--- src/rtl/alu_pkg.sv ---
// ------------------------------------------------------------------
// alu_pkg: shared opcode, decode-class and FSM definitions
// Rev 1.0
// ------------------------------------------------------------------
`default_nettype none

package alu_pkg;

  localparam int OPC_WIDTH = 4;

  localparam logic [OPC_WIDTH-1:0] OPC_AND     = 4'b0000;
  localparam logic [OPC_WIDTH-1:0] OPC_OR      = 4'b0001;
  localparam logic [OPC_WIDTH-1:0] OPC_ADD     = 4'b0010;
  localparam logic [OPC_WIDTH-1:0] OPC_SLL     = 4'b0011;
  localparam logic [OPC_WIDTH-1:0] OPC_XOR     = 4'b0100;
  localparam logic [OPC_WIDTH-1:0] OPC_SRL     = 4'b0101;
  localparam logic [OPC_WIDTH-1:0] OPC_SUB     = 4'b0110;
  localparam logic [OPC_WIDTH-1:0] OPC_SRA     = 4'b0111;
  localparam logic [OPC_WIDTH-1:0] OPC_SLT     = 4'b1000;
  localparam logic [OPC_WIDTH-1:0] OPC_SLTU    = 4'b1001;
  localparam logic [OPC_WIDTH-1:0] OPC_ILLEGAL = 4'b1111;

  localparam logic [1:0] ALUOP_LS  = 2'b00;
  localparam logic [1:0] ALUOP_BR  = 2'b01;
  localparam logic [1:0] ALUOP_R   = 2'b10;
  localparam logic [1:0] ALUOP_RSV = 2'b11;

  localparam logic [6:0] F7_BASE   = 7'b0000000;
  localparam logic [6:0] F7_ALT    = 7'b0100000;
  localparam logic [6:0] F7_MULDIV = 7'b0000001;

  localparam logic [2:0] F3_MUL    = 3'b000;
  localparam logic [2:0] F3_MULH   = 3'b001;
  localparam logic [2:0] F3_MULHSU = 3'b010;
  localparam logic [2:0] F3_MULHU  = 3'b011;
  localparam logic [2:0] F3_DIV    = 3'b100;
  localparam logic [2:0] F3_DIVU   = 3'b101;
  localparam logic [2:0] F3_REM    = 3'b110;
  localparam logic [2:0] F3_REMU   = 3'b111;

  typedef enum logic [2:0] {
    ST_IDLE = 3'd0,
    ST_PREP = 3'd1,
    ST_MUL  = 3'd2,
    ST_DIV  = 3'd3,
    ST_FIX  = 3'd4
  } state_e;

endpackage

`default_nettype wire

--- src/rtl/mdu_iter.sv ---
// ------------------------------------------------------------------
// mdu_iter: radix-2 shift-add multiply / restoring divide datapath
// Rev 1.0
// ------------------------------------------------------------------
`default_nettype none

module mdu_iter #(
  parameter int XLEN = 32
) (
  input  logic            clk,
  input  logic            rst_n,
  input  logic            load,
  input  logic            step,
  input  logic            is_div,
  input  logic [XLEN-1:0] mag_a,
  input  logic [XLEN-1:0] mag_b,
  output logic [XLEN-1:0] hi,
  output logic [XLEN-1:0] lo,
  output logic            last
);

  localparam int CNT_W = $clog2(XLEN + 1);

  logic [XLEN-1:0]  acc_q, acc_d;
  logic [XLEN-1:0]  lo_q, lo_d;
  logic [XLEN-1:0]  opd_q, opd_d;
  logic [CNT_W-1:0] cnt_q, cnt_d;

  logic [XLEN:0]    sum;
  logic [XLEN:0]    shifted;
  logic [XLEN-1:0]  diff;
  logic             ge;

  // Multiply: acc:lo is the product, lo starts as the multiplier.
  // Divide:   acc is the partial remainder, lo shifts dividend out / quotient in.
  always_comb begin
    acc_d   = acc_q;
    lo_d    = lo_q;
    opd_d   = opd_q;
    cnt_d   = cnt_q;
    sum     = {1'b0, acc_q} + (lo_q[0] ? {1'b0, opd_q} : '0);
    shifted = {acc_q, lo_q[XLEN-1]};
    ge      = (shifted >= {1'b0, opd_q});
    diff    = shifted[XLEN-1:0] - opd_q;
    if (load) begin
      acc_d = '0;
      lo_d  = mag_a;
      opd_d = mag_b;
      cnt_d = '0;
    end else if (step) begin
      cnt_d = cnt_q + CNT_W'(1);
      if (is_div) begin
        acc_d = ge ? diff : shifted[XLEN-1:0];
        lo_d  = {lo_q[XLEN-2:0], ge};
      end else begin
        acc_d = sum[XLEN:1];
        lo_d  = {sum[0], lo_q[XLEN-1:1]};
      end
    end
  end

  always_ff @(posedge clk or negedge rst_n) begin
    if (!rst_n) begin
      acc_q <= '0;
      lo_q  <= '0;
      opd_q <= '0;
      cnt_q <= '0;
    end else begin
      acc_q <= acc_d;
      lo_q  <= lo_d;
      opd_q <= opd_d;
      cnt_q <= cnt_d;
    end
  end

  assign hi   = acc_q;
  assign lo   = lo_q;
  assign last = (cnt_q == CNT_W'(XLEN - 1));

endmodule

`default_nettype wire

--- src/rtl/alu_mdu_control.sv ---
// ------------------------------------------------------------------
// alu_mdu_control: ALU control decode with iterative M-extension unit
// Rev 1.0
// ------------------------------------------------------------------
`default_nettype none

module alu_mdu_control #(
  parameter int XLEN  = 32,
  parameter int OPC_W = 4
) (
  input  logic             clk,
  input  logic             rst_n,
  input  logic             in_valid,
  output logic             in_ready,
  input  logic [1:0]       ALUOp,
  input  logic [6:0]       func7,
  input  logic [2:0]       func3,
  input  logic [XLEN-1:0]  op_a,
  input  logic [XLEN-1:0]  op_b,
  input  logic             flush,
  output logic             out_valid,
  input  logic             out_ready,
  output logic [OPC_W-1:0] alu_opcode,
  output logic             out_is_mdu,
  output logic             out_illegal,
  output logic [XLEN-1:0]  result
);

  import alu_pkg::*;

  state_e           state_q, state_d;
  logic             out_valid_q, out_valid_d;
  logic [OPC_W-1:0] alu_opcode_q, alu_opcode_d;
  logic             out_is_mdu_q, out_is_mdu_d;
  logic             out_illegal_q, out_illegal_d;
  logic [XLEN-1:0]  result_q, result_d;
  logic [XLEN-1:0]  a_q, a_d;
  logic [XLEN-1:0]  b_q, b_d;
  logic [2:0]       func3_q, func3_d;
  logic             neg_q, neg_d;
  logic             div0_q, div0_d;

  logic                 accept;
  logic [OPC_WIDTH-1:0] dec_opc;
  logic                 dec_mdu;
  logic                 dec_ill;
  logic                 abs_a, abs_b, prep_neg;
  logic [XLEN-1:0]      mag_a, mag_b;
  logic [XLEN-1:0]      mdu_hi, mdu_lo;
  logic                 mdu_last;
  logic [XLEN-1:0]      fixed_res;

  assign in_ready = (state_q == ST_IDLE) && !out_valid_q && !flush;
  assign accept   = in_valid && in_ready;

  always_comb begin
    dec_opc = OPC_ILLEGAL;
    dec_mdu = 1'b0;
    dec_ill = 1'b1;
    case (ALUOp)
      ALUOP_LS: begin dec_opc = OPC_ADD; dec_ill = 1'b0; end
      ALUOP_BR: begin dec_opc = OPC_SUB; dec_ill = 1'b0; end
      ALUOP_R: begin
        if (func7 == F7_BASE || func7 == F7_ALT) begin
          dec_ill = 1'b0;
          case (func3)
            3'b000:  dec_opc = func7[5] ? OPC_SUB : OPC_ADD;
            3'b001:  dec_opc = OPC_SLL;
            3'b010:  dec_opc = OPC_SLT;
            3'b011:  dec_opc = OPC_SLTU;
            3'b100:  dec_opc = OPC_XOR;
            3'b101:  dec_opc = func7[5] ? OPC_SRA : OPC_SRL;
            3'b110:  dec_opc = OPC_OR;
            default: dec_opc = OPC_AND;
          endcase
        end else if (func7 == F7_MULDIV) begin
          dec_mdu = 1'b1;
          dec_ill = 1'b0;
        end
      end
      default: ;
    endcase
  end

  // Magnitudes fed to the unsigned datapath, plus the sign the result must carry.
  always_comb begin
    abs_a    = 1'b0;
    abs_b    = 1'b0;
    prep_neg = 1'b0;
    case (func3_q)
      F3_MULH, F3_DIV: begin
        abs_a    = 1'b1;
        abs_b    = 1'b1;
        prep_neg = a_q[XLEN-1] ^ b_q[XLEN-1];
      end
      F3_MULHSU: begin
        abs_a    = 1'b1;
        prep_neg = a_q[XLEN-1];
      end
      F3_REM: begin
        abs_a    = 1'b1;
        abs_b    = 1'b1;
        prep_neg = a_q[XLEN-1];
      end
      default: ;
    endcase
    mag_a = (abs_a && a_q[XLEN-1]) ? -a_q : a_q;
    mag_b = (abs_b && b_q[XLEN-1]) ? -b_q : b_q;
  end

  // High half of the negated 2*XLEN product is ~hi plus the carry out of -lo.
  always_comb begin
    case (func3_q)
      F3_MUL:            fixed_res = mdu_lo;
      F3_MULH, F3_MULHSU: fixed_res = neg_q ? (~mdu_hi + XLEN'(mdu_lo == '0)) : mdu_hi;
      F3_MULHU:          fixed_res = mdu_hi;
      F3_DIV:            fixed_res = div0_q ? '1 : (neg_q ? -mdu_lo : mdu_lo);
      F3_DIVU:           fixed_res = mdu_lo;
      F3_REM:            fixed_res = neg_q ? -mdu_hi : mdu_hi;
      default:           fixed_res = mdu_hi;
    endcase
  end

  always_comb begin
    state_d       = state_q;
    out_valid_d   = out_valid_q;
    alu_opcode_d  = alu_opcode_q;
    out_is_mdu_d  = out_is_mdu_q;
    out_illegal_d = out_illegal_q;
    result_d      = result_q;
    a_d           = a_q;
    b_d           = b_q;
    func3_d       = func3_q;
    neg_d         = neg_q;
    div0_d        = div0_q;

    if (out_valid_q && out_ready) out_valid_d = 1'b0;

    case (state_q)
      ST_IDLE: begin
        if (accept) begin
          alu_opcode_d  = OPC_W'(dec_opc);
          out_is_mdu_d  = dec_mdu;
          out_illegal_d = dec_ill;
          a_d           = op_a;
          b_d           = op_b;
          func3_d       = func3;
          if (dec_mdu) begin
            state_d = ST_PREP;
          end else begin
            out_valid_d = 1'b1;
            result_d    = '0;
          end
        end
      end
      ST_PREP: begin
        neg_d   = prep_neg;
        div0_d  = (b_q == '0);
        state_d = func3_q[2] ? ST_DIV : ST_MUL;
      end
      ST_MUL, ST_DIV: begin
        if (mdu_last) state_d = ST_FIX;
      end
      ST_FIX: begin
        result_d    = fixed_res;
        out_valid_d = 1'b1;
        state_d     = ST_IDLE;
      end
      default: state_d = ST_IDLE;
    endcase

    if (flush) begin
      state_d     = ST_IDLE;
      out_valid_d = 1'b0;
    end
  end

  always_ff @(posedge clk or negedge rst_n) begin
    if (!rst_n) begin
      state_q       <= ST_IDLE;
      out_valid_q   <= 1'b0;
      alu_opcode_q  <= '0;
      out_is_mdu_q  <= 1'b0;
      out_illegal_q <= 1'b0;
      result_q      <= '0;
      a_q           <= '0;
      b_q           <= '0;
      func3_q       <= '0;
      neg_q         <= 1'b0;
      div0_q        <= 1'b0;
    end else begin
      state_q       <= state_d;
      out_valid_q   <= out_valid_d;
      alu_opcode_q  <= alu_opcode_d;
      out_is_mdu_q  <= out_is_mdu_d;
      out_illegal_q <= out_illegal_d;
      result_q      <= result_d;
      a_q           <= a_d;
      b_q           <= b_d;
      func3_q       <= func3_d;
      neg_q         <= neg_d;
      div0_q        <= div0_d;
    end
  end

  mdu_iter #(
    .XLEN (XLEN)
  ) u_mdu_iter (
    .clk    (clk),
    .rst_n  (rst_n),
    .load   (state_q == ST_PREP),
    .step   ((state_q == ST_MUL) || (state_q == ST_DIV)),
    .is_div (state_q == ST_DIV),
    .mag_a  (mag_a),
    .mag_b  (mag_b),
    .hi     (mdu_hi),
    .lo     (mdu_lo),
    .last   (mdu_last)
  );

  assign out_valid   = out_valid_q;
  assign alu_opcode  = alu_opcode_q;
  assign out_is_mdu  = out_is_mdu_q;
  assign out_illegal = out_illegal_q;
  assign result      = result_q;

endmodule

`default_nettype wire

--- config.mk ---
export PLATFORM = sky130hd
export DESIGN_NAME = alu_mdu_control
export DESIGN_NICKNAME = d
export VERILOG_FILES = /design/src/rtl/alu_pkg.sv /design/src/rtl/mdu_iter.sv /design/src/rtl/alu_mdu_control.sv
export SDC_FILE = /design/constraint.sdc
export NUM_CORES = 1
export LEC_CHECK = 0
export ABC_AREA = 1
export CAP_MARGIN = 20
export CORE_MARGIN = 3
export CORE_UTILIZATION = 55
export DETAILED_ROUTE_END_ITERATION = 8
export PLACE_DENSITY = 0.78
export SLEW_MARGIN = 20
export SYNTH_ARGS = -nofsm -noshare
export SYNTH_HDL_FRONTEND = slang
export SYNTH_SLANG_ARGS = --single-unit
--- constraint.sdc ---
create_clock -name clk -period 3.75 [get_ports clk]
set_clock_uncertainty 0.1 [all_clocks]
set_input_delay 0.5625 -clock clk [delete_from_list [all_inputs] [get_ports clk]]
set_output_delay 0.5625 -clock clk [all_outputs]
set_load 0.02 [all_outputs]
==> impl_metrics.toml <==
[outcome]
outcome = "completed"

[worst_setup_path]
reg2reg_to = "result[26]$_DFFE_PN0P_"
critical_path_class = "reg -> reg"
cp_num_buf_inv = 1
critPathArrivalTime_ns = 3.83
cp_top_family = "simple AND/OR/NAND/NOR gates"
end_kind = "flop"
reg2reg_slack_ns = 0.28
start_kind = "flop"
crit_slowest_cell = "dfrtp_1"
reg2reg_depth = 20
cp_max_fo = 6
slowest_delay_ns = 0.38
cp.required_ns = 4.11
cp_cell_sequence = "inv_1 > ha_1 > nand4_1 > nor2_1 > nand3_1 > nor3_1 > nand2_1 > nor4_4 > ha_2 > nand2_1 > nor3_2 > nor2_1 > nand2_2 > nand3_1 > nor2_1 > nor2_1 > nor2_1 > nand2_1 > nand2_1 > nand2_1"
r2r-start = "u_mdu_iter.lo[1]$_DFFE_PN0N_"

[synth]
yosysSeqAreaShare = 0.286
synth.distinct_cells = 52
syn_inst = 3057
synth.net_count = 3211
syn_avg_cell_area_um2 = 6.10
ys_warn_count = 0
synth-edff-count = 0
ys.flop_type = "dfrtp_1"
ys_ff_latch = 213
syn_area_mm2 = 0.0186
async_flop_share = 1.00

[global_route]
antenna_found_initial = 1
grt_pass1_wl_mm = 114
grt_pass1_vias = 20400
grt_max_degree = 92
track_usage = 0.398
overflow = 0

[timing]
worst_pin_slew_ns = 0.937
whs_ns = 0.380
setup_violations = 0
fin_crit_sh = 0.924
fmax_ghz = 0.289
hold_viol = 0
slew_violations = 0
final.setup.worst_slack_ns = 0.284
setup_tns_ns = 0
slew_headroom = 0.375
period_needed_ns = 3.47

[pwr]
powerDensity_mw_per_mm2 = 511
ir_drop_v = 0.000448
power.leakage_nw = 10.8

[floorplanning]
core_area_mm2 = 0.0329
start_util = 0.566
ioPinCount = 121
placementRows = 66
fp.dieW_um = 190
fp.dieH_um = 190
die-area_mm2 = 0.0361

[hold_path]
hold_path_class = "reg -> reg"
hold_path_startpoint = "result[13]$_DFFE_PN0P_"
hold-path-endpoint = "result[13]$_DFFE_PN0P_"
min_delay_path_depth = 2

[cells_and_area]
antenna_cells = 0
seqCellArea_mm2 = 0.00533
nets = 3306
fin_util = 0.646
syn_to_final_growth_pct = 14.2
stdcell_count = 3613
multiInputGateArea_mm2 = 0.0114
fill_cells = 3009
drive_above_1_share = 0.0432

[route]
firstDrtPassIters = 8
drt-initial-drc-count = 3255
drc = 0
vias = 22000
viasPerCell = 6.10
wl_per_cell_um = 20.3
drt.antenna.violating_nets = 0
wirelength_mm = 73.5

[clocking]
worst_skew_pair.late_latency_ns = 0.57
cts_tree = "yes"
htreeDepth = 1
clk_pin_slew_worst_paths_ns = 0.07
cts_root_buffer = "clkbuf_16"
cts_sinks = 213
numCtsBuffers = 26
cts_max_path_buffers = 3

[placed_design]
dp_worst_setup_slack_ns = 0.207
place_congestion = 1.07
dpl.hpwl_mm = 56.1
portBuffers = 120
placed_cells = 3565

[flow_run]
drv_cap = 0
[cell type report]
cell class,instances,share of cell area
clock buffer,33,0.0347
clock inverter,14,0.00893
inverter,394,0.0695
multi-input combinational,2351,0.536
sequential,213,0.250
tap,442,0.0260
timing repair buffer,166,0.0742
[sequential cells by signal, summed over array words and instances (netlist names)]
| name | flops |
|---|---|
| a_q | 32 |
| alu_opcode | 4 |
| b_q | 32 |
| div0_q | 1 |
| func3_q | 3 |
| neg_q | 1 |
| out_illegal | 1 |
| out_is_mdu | 1 |
| out_valid | 1 |
| result | 32 |
| state_q | 3 |
| u_mdu_iter.cnt_q | 6 |
| u_mdu_iter.hi | 32 |
| u_mdu_iter.lo | 32 |
| u_mdu_iter.opd_q | 32 |
[per-layer routing]
| metal | wire length (µm) | track usage | part of all wire |
|---|---|---|---|
| met5 | 16 | 0 | 0.00022 |
| met4 | 3450 | 0.167 | 0.047 |
| met3 | 9560 | 0.0752 | 0.13 |
| met2 | 30300 | 0.586 | 0.41 |
| met1 | 30100 | 0.574 | 0.41 |
[cell usage in the layout (no fill, tap or decap), types with 28 or more instances in the layout]
cell	instances
clkdlybuf4s50_1	119
nor2_1	342
a21oi_1	161
buf_4	43
nor3_1	28
dfrtp_1	213
nand4_1	47
nand2_1	953
nand3_1	266
xor2_1	51
inv_1	381
ha_1	70
o21ai_0	250
[how the worst max path moves through the flow]
| stage | cells after the start | endpoint | slack, ns | start |
|---|---|---|---|---|
| floorplan | 21 | result[25]$_DFFE_PN0P_ | 0.90 | u_mdu_iter.lo[0]$_DFFE_PN0N_ |
| global route | 20 | result[26]$_DFFE_PN0P_ | -0.03 | u_mdu_iter.lo[1]$_DFFE_PN0N_ |
| CTS | 20 | result[26]$_DFFE_PN0P_ | 0.16 | u_mdu_iter.lo[1]$_DFFE_PN0N_ |
| global placement | 20 | result[26]$_DFFE_PN0P_ | 0.36 | u_mdu_iter.lo[1]$_DFFE_PN0N_ |
| detailed placement | 20 | result[26]$_DFFE_PN0P_ | 0.21 | u_mdu_iter.lo[1]$_DFFE_PN0N_ |
| finish | 20 | result[26]$_DFFE_PN0P_ | 0.28 | u_mdu_iter.lo[1]$_DFFE_PN0N_ |
[kinds of logic (layout without fill, tap and decap cells)]
family                   Yosys count  count (layout)  share of synthesized area
AND/OR/NAND/NOR                 1687            1687                      0.375
adder cells (fa/ha/maj)           73              73                     0.0498
AO/OA/AOI/OAI                    531             531                      0.158
buffers and inverters            493             607                      0.103
XOR/XNOR                          60              60                     0.0282
flip-flops                       213             213                      0.286
[cells in the mapped netlist (19+ instances only)]
cell type	instances	area (µm²)
clkbuf_1	54	203
ha_1	71	888
nor3_1	29	145
nand4_1	47	294
dfrtp_1	213	5330
o211ai_1	19	143
a21oi_1	161	806
nand3_1	266	1330
o21ai_0	250	1250
inv_1	382	1430
xor2_1	51	447
buf_2	33	165
nor2_1	342	1280
a31oi_1	21	131
nand2_1	954	3580
[worst reg2reg max path, stage by stage, from the launching register on]
cell,delay (ns)
dfrtp_1,0.38
inv_1,0.16
ha_1,0.25
nand4_1,0.17
nor2_1,0.14
nand3_1,0.11
nor3_1,0.19
nand2_1,0.14
nor4_4,0.23
ha_2,0.27
nand2_1,0.16
nor3_2,0.26
nor2_1,0.09
nand2_2,0.16
nand3_1,0.13
nor2_1,0.11
nor2_1,0.04
nor2_1,0.10
nand2_1,0.06
nand2_1,0.08
nand2_1,0.05
[report_power, final]
group | internal, mW | leakage, nW | switching, mW | total, mW
Clock | 1.67 | 0.453 | 1.11 | 2.78
Combinational | 1.52 | 7.59 | 3.47 | 4.99
Sequential | 2.63 | 2.77 | 0.483 | 3.11
Total | 5.82 | 10.8 | 5.06 | 10.9
[timing repair]
item | in CTS | in global routing
setup buffers | 0 | 0
resized for setup | 0 | 5
setup endpoints to repair | 0 | 15
endpoints found under the hold margin | 59 | 0
hold buffers | 1 | 0
[stage by stage]
step	total power [mW]	instance area (µm²)
4_1_cts	10.7	21300
3_5_place_dp	7.87	20300
6_report	10.9	21300
2_1_floorplan	6.31	18600
3_3_place_gp	7.78	20300
5_1_grt	11.5	21300
Power figures use the tool's default switching activity.
